==> src/rtl/sync_edge_filter.sv <==
// Multi-channel CDC synchroniser with optional per-channel glitch filter and
// registered rise/fall strobes for the frequency-counter front end.
module sync_edge_filter #(
  parameter int                  CHANNELS   = 4,
  parameter int                  STAGES     = 2,
  parameter int                  FILTER_LEN = 4,
  parameter logic [CHANNELS-1:0] RESET_VAL  = {CHANNELS{1'b0}}
) (
  input  logic                clock,
  input  logic                rst_n,
  input  logic [CHANNELS-1:0] async_in,
  output logic [CHANNELS-1:0] sync_out,
  output logic [CHANNELS-1:0] rise_pulse,
  output logic [CHANNELS-1:0] fall_pulse,
  output logic                edge_any
);

  localparam int CNT_W = (FILTER_LEN > 1) ? $clog2(FILTER_LEN) : 1;

  if (STAGES < 2) begin : g_bad_stages
    $error("sync_edge_filter: STAGES must be at least 2");
  end

  genvar gi;
  generate
    for (gi = 0; gi < CHANNELS; gi++) begin : g_chan
      // chain_reg[0] is the first capture flop; nothing sits between it and the pin.
      logic [STAGES-1:0] chain_reg;
      logic              s;
      logic              rise_reg;
      logic              fall_reg;

      always_ff @(posedge clock or negedge rst_n) begin
        if (!rst_n) begin
          chain_reg <= {STAGES{RESET_VAL[gi]}};
        end else begin
          chain_reg <= {chain_reg[STAGES-2:0], async_in[gi]};
        end
      end

      assign s = chain_reg[STAGES-1];

      if (FILTER_LEN == 0) begin : g_bypass
        // Strobe is computed from the level about to shift into the last stage,
        // so it lines up with the cycle in which sync_out first shows it.
        always_ff @(posedge clock or negedge rst_n) begin
          if (!rst_n) begin
            rise_reg <= 1'b0;
            fall_reg <= 1'b0;
          end else begin
            rise_reg <= chain_reg[STAGES-2] & ~chain_reg[STAGES-1];
            fall_reg <= ~chain_reg[STAGES-2] & chain_reg[STAGES-1];
          end
        end

        assign sync_out[gi] = s;
      end else begin : g_filter
        localparam logic [CNT_W-1:0] CNT_MAX = CNT_W'(FILTER_LEN - 1);

        logic [CNT_W-1:0] cnt_reg;
        logic [CNT_W-1:0] cnt_next;
        logic             level_reg;
        logic             level_next;
        logic             rise_next;
        logic             fall_next;

        always_comb begin
          cnt_next   = cnt_reg;
          level_next = level_reg;
          rise_next  = 1'b0;
          fall_next  = 1'b0;
          if (s == level_reg) begin
            cnt_next = '0;
          end else if (cnt_reg == CNT_MAX) begin
            level_next = s;
            cnt_next   = '0;
            rise_next  = s;
            fall_next  = ~s;
          end else begin
            cnt_next = cnt_reg + 1'b1;
          end
        end

        always_ff @(posedge clock or negedge rst_n) begin
          if (!rst_n) begin
            cnt_reg   <= '0;
            level_reg <= RESET_VAL[gi];
            rise_reg  <= 1'b0;
            fall_reg  <= 1'b0;
          end else begin
            cnt_reg   <= cnt_next;
            level_reg <= level_next;
            rise_reg  <= rise_next;
            fall_reg  <= fall_next;
          end
        end

        assign sync_out[gi] = level_reg;
      end

      assign rise_pulse[gi] = rise_reg;
      assign fall_pulse[gi] = fall_reg;
    end
  endgenerate

  assign edge_any = |(rise_pulse | fall_pulse);

endmodule

==> config.mk <==
export PLATFORM = sky130hd
export DESIGN_NAME = sync_edge_filter
export DESIGN_NICKNAME = d
export VERILOG_FILES = /design/src/rtl/sync_edge_filter.sv
export SDC_FILE = /design/constraint.sdc
export NUM_CORES = 1
export LEC_CHECK = 0
export ABC_AREA = 1
export BUFFER_PORTS_ARGS = -buffer_cell sky130_fd_sc_hd__buf_4
export CORE_MARGIN = 10
export CORE_UTILIZATION = 60
export CTS_BUF_LIST = sky130_fd_sc_hd__clkbuf_8
export CTS_CLUSTER_DIAMETER = 120
export DETAILED_ROUTE_END_ITERATION = 10
export PLACE_DENSITY = 0.84
export SLEW_MARGIN = 25
export SYNTH_ARGS = -nofsm -noshare
export SYNTH_HDL_FRONTEND = slang
export SYNTH_SLANG_ARGS = --single-unit
==> constraint.sdc <==
create_clock -name clock -period 2.75 [get_ports clock]
set_input_delay 0.1375 -clock clock [delete_from_list [all_inputs] [get_ports clock]]
set_output_delay 0.1375 -clock clock [all_outputs]
set_load 0.02 [all_outputs]
# After elaboration in Yosys (flattened, before gate mapping)
# Index checks and enable logic that the tools add are counted.
[word_totals] mem_count=0 output_inout_bits=13 ramBits=0 reg_bits=28 romBits=0 latch_bits=0 input_bits=6
[classes] n_eq_ne=8 div=0 n_bitwise=9 magnitude_cmp=0 n_mux=24 shifts=0 n_reduce_logical=5 addsub=4 multipliers=0
[op_table] operator="$mux W1" count=16
[op_table] operator="$mux W2" count=8
[op_table] operator="$add A2 B1 Y2 const B" count=4
[op_table] operator="$eq A2 B2 Y1 const B" count=4
[op_table] operator="$not A1 Y1" count=8
[op_table] operator="$reduce_and A2 Y1" count=4
[op_table] operator="$eq A1 B1 Y1" count=4
[op_table] operator="$or A4 B4 Y4" count=1
[op_table] operator="$reduce_or A4 Y1" count=1

# Depth between registers and ports, before layout
[logic_depth] word_depth=3 depth_mapped=4

# Least setup slack after synthesis
# Ideal clock, no wire load.
[synth_timing] path_kind="register -> register" startpoint="register g_chan[1].g_filter.cnt_reg[0]" endpoint="register g_chan[1].g_filter.cnt_reg[0]" stages_incl_launch_ff=5 synth_period_minus_slack_ps=862 required_ps=2673 setup_time_ps=77 arrival_time_ps=785 setup_slack_ps=1888 path_cell_list="dfrtp_1 ha_1 inv_1 nand2_1 a21oi_1"
[synth_via] elab_chain_cells=3 elab_cells_between_ends=4 classes_between="1 x add/sub; 1 x eq/ne; 2 x mux"
[synth_rtl] element="start, declared" line="60" source="logic [CNT_W-1:0] cnt_reg;"
[synth_rtl] element="start signal, assigned" line="91" source="cnt_reg <= cnt_next;"
[synth_rtl] element="$add A2 B1 Y2 / $eq A2 B2 Y1 (equally long branches)" line="80, 74"
[synth_rtl] element="$mux W2 *" line="74" source="end else if (cnt_reg == CNT_MAX) begin"
[synth_rtl] element="$mux W2 *" line="72" source="if (s == level_reg) begin"
[synth_rtl] element="named net g_chan[1].g_filter.cnt_next[0]" line="61" source="logic [CNT_W-1:0] cnt_next;"
# Mark *: on every way through the listed nets, which the timed path passes. The rest lies on a longest branch.
# A chain may end at the register's enable or synchronous reset.

# Worst setup path in the final report
[layout_timing] startpoint="register g_chan[2].fall_reg" endpoint="output port edge_any"
[layout_via] elab_chain_cells=2
[layout_rtl] element="start, declared" line="31" source="logic fall_reg;"
[layout_rtl] element="start signal, assigned" line="94" source="fall_reg <= fall_next;"
[layout_rtl] element="$or A4 B4 Y4" line="106" source="assign edge_any = |(rise_pulse | fall_pulse);"
[layout_rtl] element="$reduce_or A4 Y1" line="106"
[layout_rtl] element="end, declared" line="15" source="output logic edge_any"
# No other way between the ends.

==> impl_table.tex <==
\begin{tabular}{lr}
\hline
Metric & Value \\
\hline
\multicolumn{2}{l}{\textbf{Status}} \\
Outcome & finished clean \\
\multicolumn{2}{l}{\textbf{Clock network}} \\
CTS sink count & 28 \\
CTS root buffer & sky130\_fd\_sc\_hd\_\_clkbuf\_8 \\
CTS tree & yes \\
Total clock buffers created by CTS & 3 \\
Clock slew at the register clock pins of the worst setup and hold paths & 90 ps \\
Clk\_lat worst skew & 260 ps \\
H-tree Lvls & 1 \\
Number of setup buffers added after CTS & 0 \\
CTS Buffer Depth & 2 \\
\multicolumn{2}{l}{\textbf{Yosys}} \\
Post-Synthesis Cell Area & 1130 sq um \\
Synth Instances & 115 \\
Number of distinct standard cells referenced by the synthesized netlist & 9 \\
Synthesized flop and latch total & 28 \\
Portion of synthesized cell area occupied by the leading cell type & 0.619 \\
Post-synth top cells & sky130\_fd\_sc\_hd\_\_dfrtp\_1, sky130\_fd\_sc\_hd\_\_inv\_1, sky130\_fd\_sc\_hd\_\_nand2\_1 \\
Number of enable-type register cells in the synthesized netlist & 0 \\
Average instance area after synthesis & 9.85 sq um \\
Most instantiated flip-flop cell in the synthesis netlist & sky130\_fd\_sc\_hd\_\_dfrtp\_1 \\
Synthesis Warnings & 0 \\
Share of flip-flops with an asynchronous set or reset after synthesis & 1.00 \\
Post-synthesis sequential area ratio & 0.619 \\
Cell accounting for the most synthesized area & sky130\_fd\_sc\_hd\_\_dfrtp\_1 \\
Net count after synthesis & 125 \\
Dominant cells by area after synthesis & sky130\_fd\_sc\_hd\_\_dfrtp\_1, sky130\_fd\_sc\_hd\_\_inv\_1, sky130\_fd\_sc\_hd\_\_buf\_4 \\
\multicolumn{2}{l}{\textbf{Global route}} \\
Maximum number of pins on one net before global-route repair & 29 \\
First-pass GRT wire length & 3190 um \\
Overflow after GRT & 0 \\
Initial antenna violation count & 0 \\
Via count of the first global-routing pass & 755 \\
Global-route usage over all layers & 0.0961 \\
\multicolumn{2}{l}{\textbf{Worst setup path}} \\
Maximum fanout count along the critical path & 2 \\
Startpoint-to-endpoint class of the critical path & reg -> out \\
Worst setup EP type & primary output \\
Required time of the critical path & 2610 ps \\
Nature of the critical path startpoint & register \\
Arrival time reported for the critical path endpoint & 1050 ps \\
Setup slack of the most critical reg-to-reg path & 1720 ps \\
\multicolumn{2}{l}{\textbf{Pwr}} \\
Share of power burned in the clock network & 0.261 \\
Switch share & 0.310 \\
Cell internal power dissipation & 0.000821 W \\
Net switching component of the power & 0.000369 W \\
VDD IR max & 642 uV \\
Leakage power figure & 0.725 nW \\
Sequential cell fraction of total power & 0.460 \\
Power Density & 895 nW/um\^{}2 \\
Comb pwr share & 0.279 \\
\multicolumn{2}{l}{\textbf{Finish}} \\
Number of diodes & 0 \\
Share of layout cells above drive strength 1 & 0.200 \\
Layout fillers & 135 \\
P\&R area growth vs syn & 17.5\% \\
Multi-input logic area & 236 sq um \\
Post-layout nets & 141 \\
Sequential cell area & 701 sq um \\
Non-Filler Instances & 155 \\
Non-Filler Cell Area, Final & 1330 sq um \\
\multicolumn{2}{l}{\textbf{STA}} \\
Worst clock skew & 2.06 ps \\
Number of pins with negative max-slew slack in the final report & 0 \\
Count of endpoints failing hold in the final timing report & 0 \\
Period minus WS final & 1190 ps \\
Transition at the pin with the smallest max-transition slack & 332 ps \\
Setup TNS after final layout & 0 ps \\
Worst slew margin relative to its limit & 0.779 \\
Total of endpoints with negative setup slack in the final report & 0 \\
Final period utilization & 0.432 \\
Unrepaired setup endpoints after global routing & false \\
Top achievable clock speed & 0.842 GHz \\
\multicolumn{2}{l}{\textbf{Floorplan}} \\
X dimension of the die & 63.4 um \\
Site row count & 15 \\
\# IOs & 19 \\
Initial cell density of the core & 0.642 \\
Core Area & 1760 sq um \\
DIE AREA & 4020 sq um \\
Chip Height & 63.4 um \\
\multicolumn{2}{l}{\textbf{Place}} \\
IO buf count & 18 \\
Area after detailed placement & 1210 sq um \\
Placed wire-length estimate after detailed placement & 1330 um \\
Global placer's final weighted congestion & 0.726 \\
Number of placed cells counting well taps & 146 \\
\multicolumn{2}{l}{\textbf{Route}} \\
\# DRC & 0 \\
Drt total wl & 1740 um \\
Mean number of vias per cell & 4.63 \\
Remaining antenna violation count after routing & 0 \\
Wirelength per Cell & 11.2 um \\
Count of vias placed by the detailed router & 717 \\
Iter 0 DRT Violations & 14 \\
Number of optimization iterations in the first detailed-route pass & 4 \\
\multicolumn{2}{l}{\textbf{Hold path}} \\
Min-Delay Path Class & in -> async \\
\multicolumn{2}{l}{\textbf{Run}} \\
Number of max-cap violations & 0 \\
\hline
\end{tabular}
## critical path, cell delays in order, from the launching register on
cell and delay, ps:
sky130_fd_sc_hd__dfrtp_1 390, sky130_fd_sc_hd__inv_1 60, sky130_fd_sc_hd__nand2_1 40, sky130_fd_sc_hd__nor2_1 100, sky130_fd_sc_hd__nand2_1 50, sky130_fd_sc_hd__buf_4 150
## final cells by class
type	count	share of cell area
clock buffer	3	0.0310
clock inverter	1	0.0226
inverter	28	0.0790
multi-input combinational	47	0.178
sequential	28	0.527
tap	25	0.0235
timing repair buffer	23	0.139
## cells in the final DEF (no fill, tap or decap), drive strengths merged
| cell | instances |
|---|---|
| inv | 28 |
| ha | 4 |
| nor2 | 10 |
| bufinv | 1 |
| buf | 18 |
| a21oi | 8 |
| o21ai | 4 |
| dfrtp | 28 |
| nand2 | 21 |
| dlygate4sd3 | 5 |
| clkbuf | 3 |
## path summary, 6_finish.rpt
kind	startpoint	cells past startpoint	to
worst max register to register	g_chan[1].g_filter.cnt_reg[0]	4	g_chan[1].g_filter.cnt_reg[0]
min in group clock	g_chan[0].chain_reg[0]	0	g_chan[0].chain_reg[1]
worst min register to register	g_chan[0].chain_reg[0]	0	g_chan[0].chain_reg[1]
worst min-delay path	rst_n	2	g_chan[1].g_filter.cnt_reg[1]
max in group asynchronous	rst_n	2	g_chan[1].fall_reg
worst max-delay path	g_chan[2].fall_reg	5	edge_any
## through the flow
step	setup slack (ps)	total power [W]	hold slack, ps	util
floorplan	1890	0.000798	-158	-
global placement	1840	0.000853	60.9	0.685
detailed placement	1740	0.000887	63.7	0.685
CTS	1550	0.00120	327	0.754
global route	1430	0.00128	344	0.754
finish	1560	0.00119	318	0.754
## layer usage
| metal | vias up | wire length, um | global-route usage |
|---|---|---|---|
| li1 | 356 | - | - |
| met5 | - | 0 | 0 |
| met3 | 2 | 145 | 0.0318 |
| met4 | 0 | 25 | 0.0492 |
| met2 | 21 | 886 | 0.170 |
| met1 | 338 | 685 | 0.0982 |
## cells by family after synthesis
family                     share of synthesized area
and+or+nand+nor                                0.112
DFF                                            0.619
AOI/OAI and AO/OA                             0.0530
buffers and inverters                          0.172
adders and majority gates                     0.0442
## timing repair
| item | in CTS | in global routing |
|---|---|---|
| hold buffers | 5 | 0 |
| gates resized for setup | 0 | 0 |
| endpoints found under the hold margin | 32 | 0 |
## power groups by stage
stage	Sequential, W	Combinational, W	Clock, W
CTS	0.000548	0.000337	0.000316
global placement	0.000549	0.000304	0
detailed placement	0.000556	0.000331	0
finish	0.000547	0.000332	0.000311
floorplan	0.000542	0.000256	0
global route	0.000563	0.000385	0.000331
(Power assumes the default switching activity.)
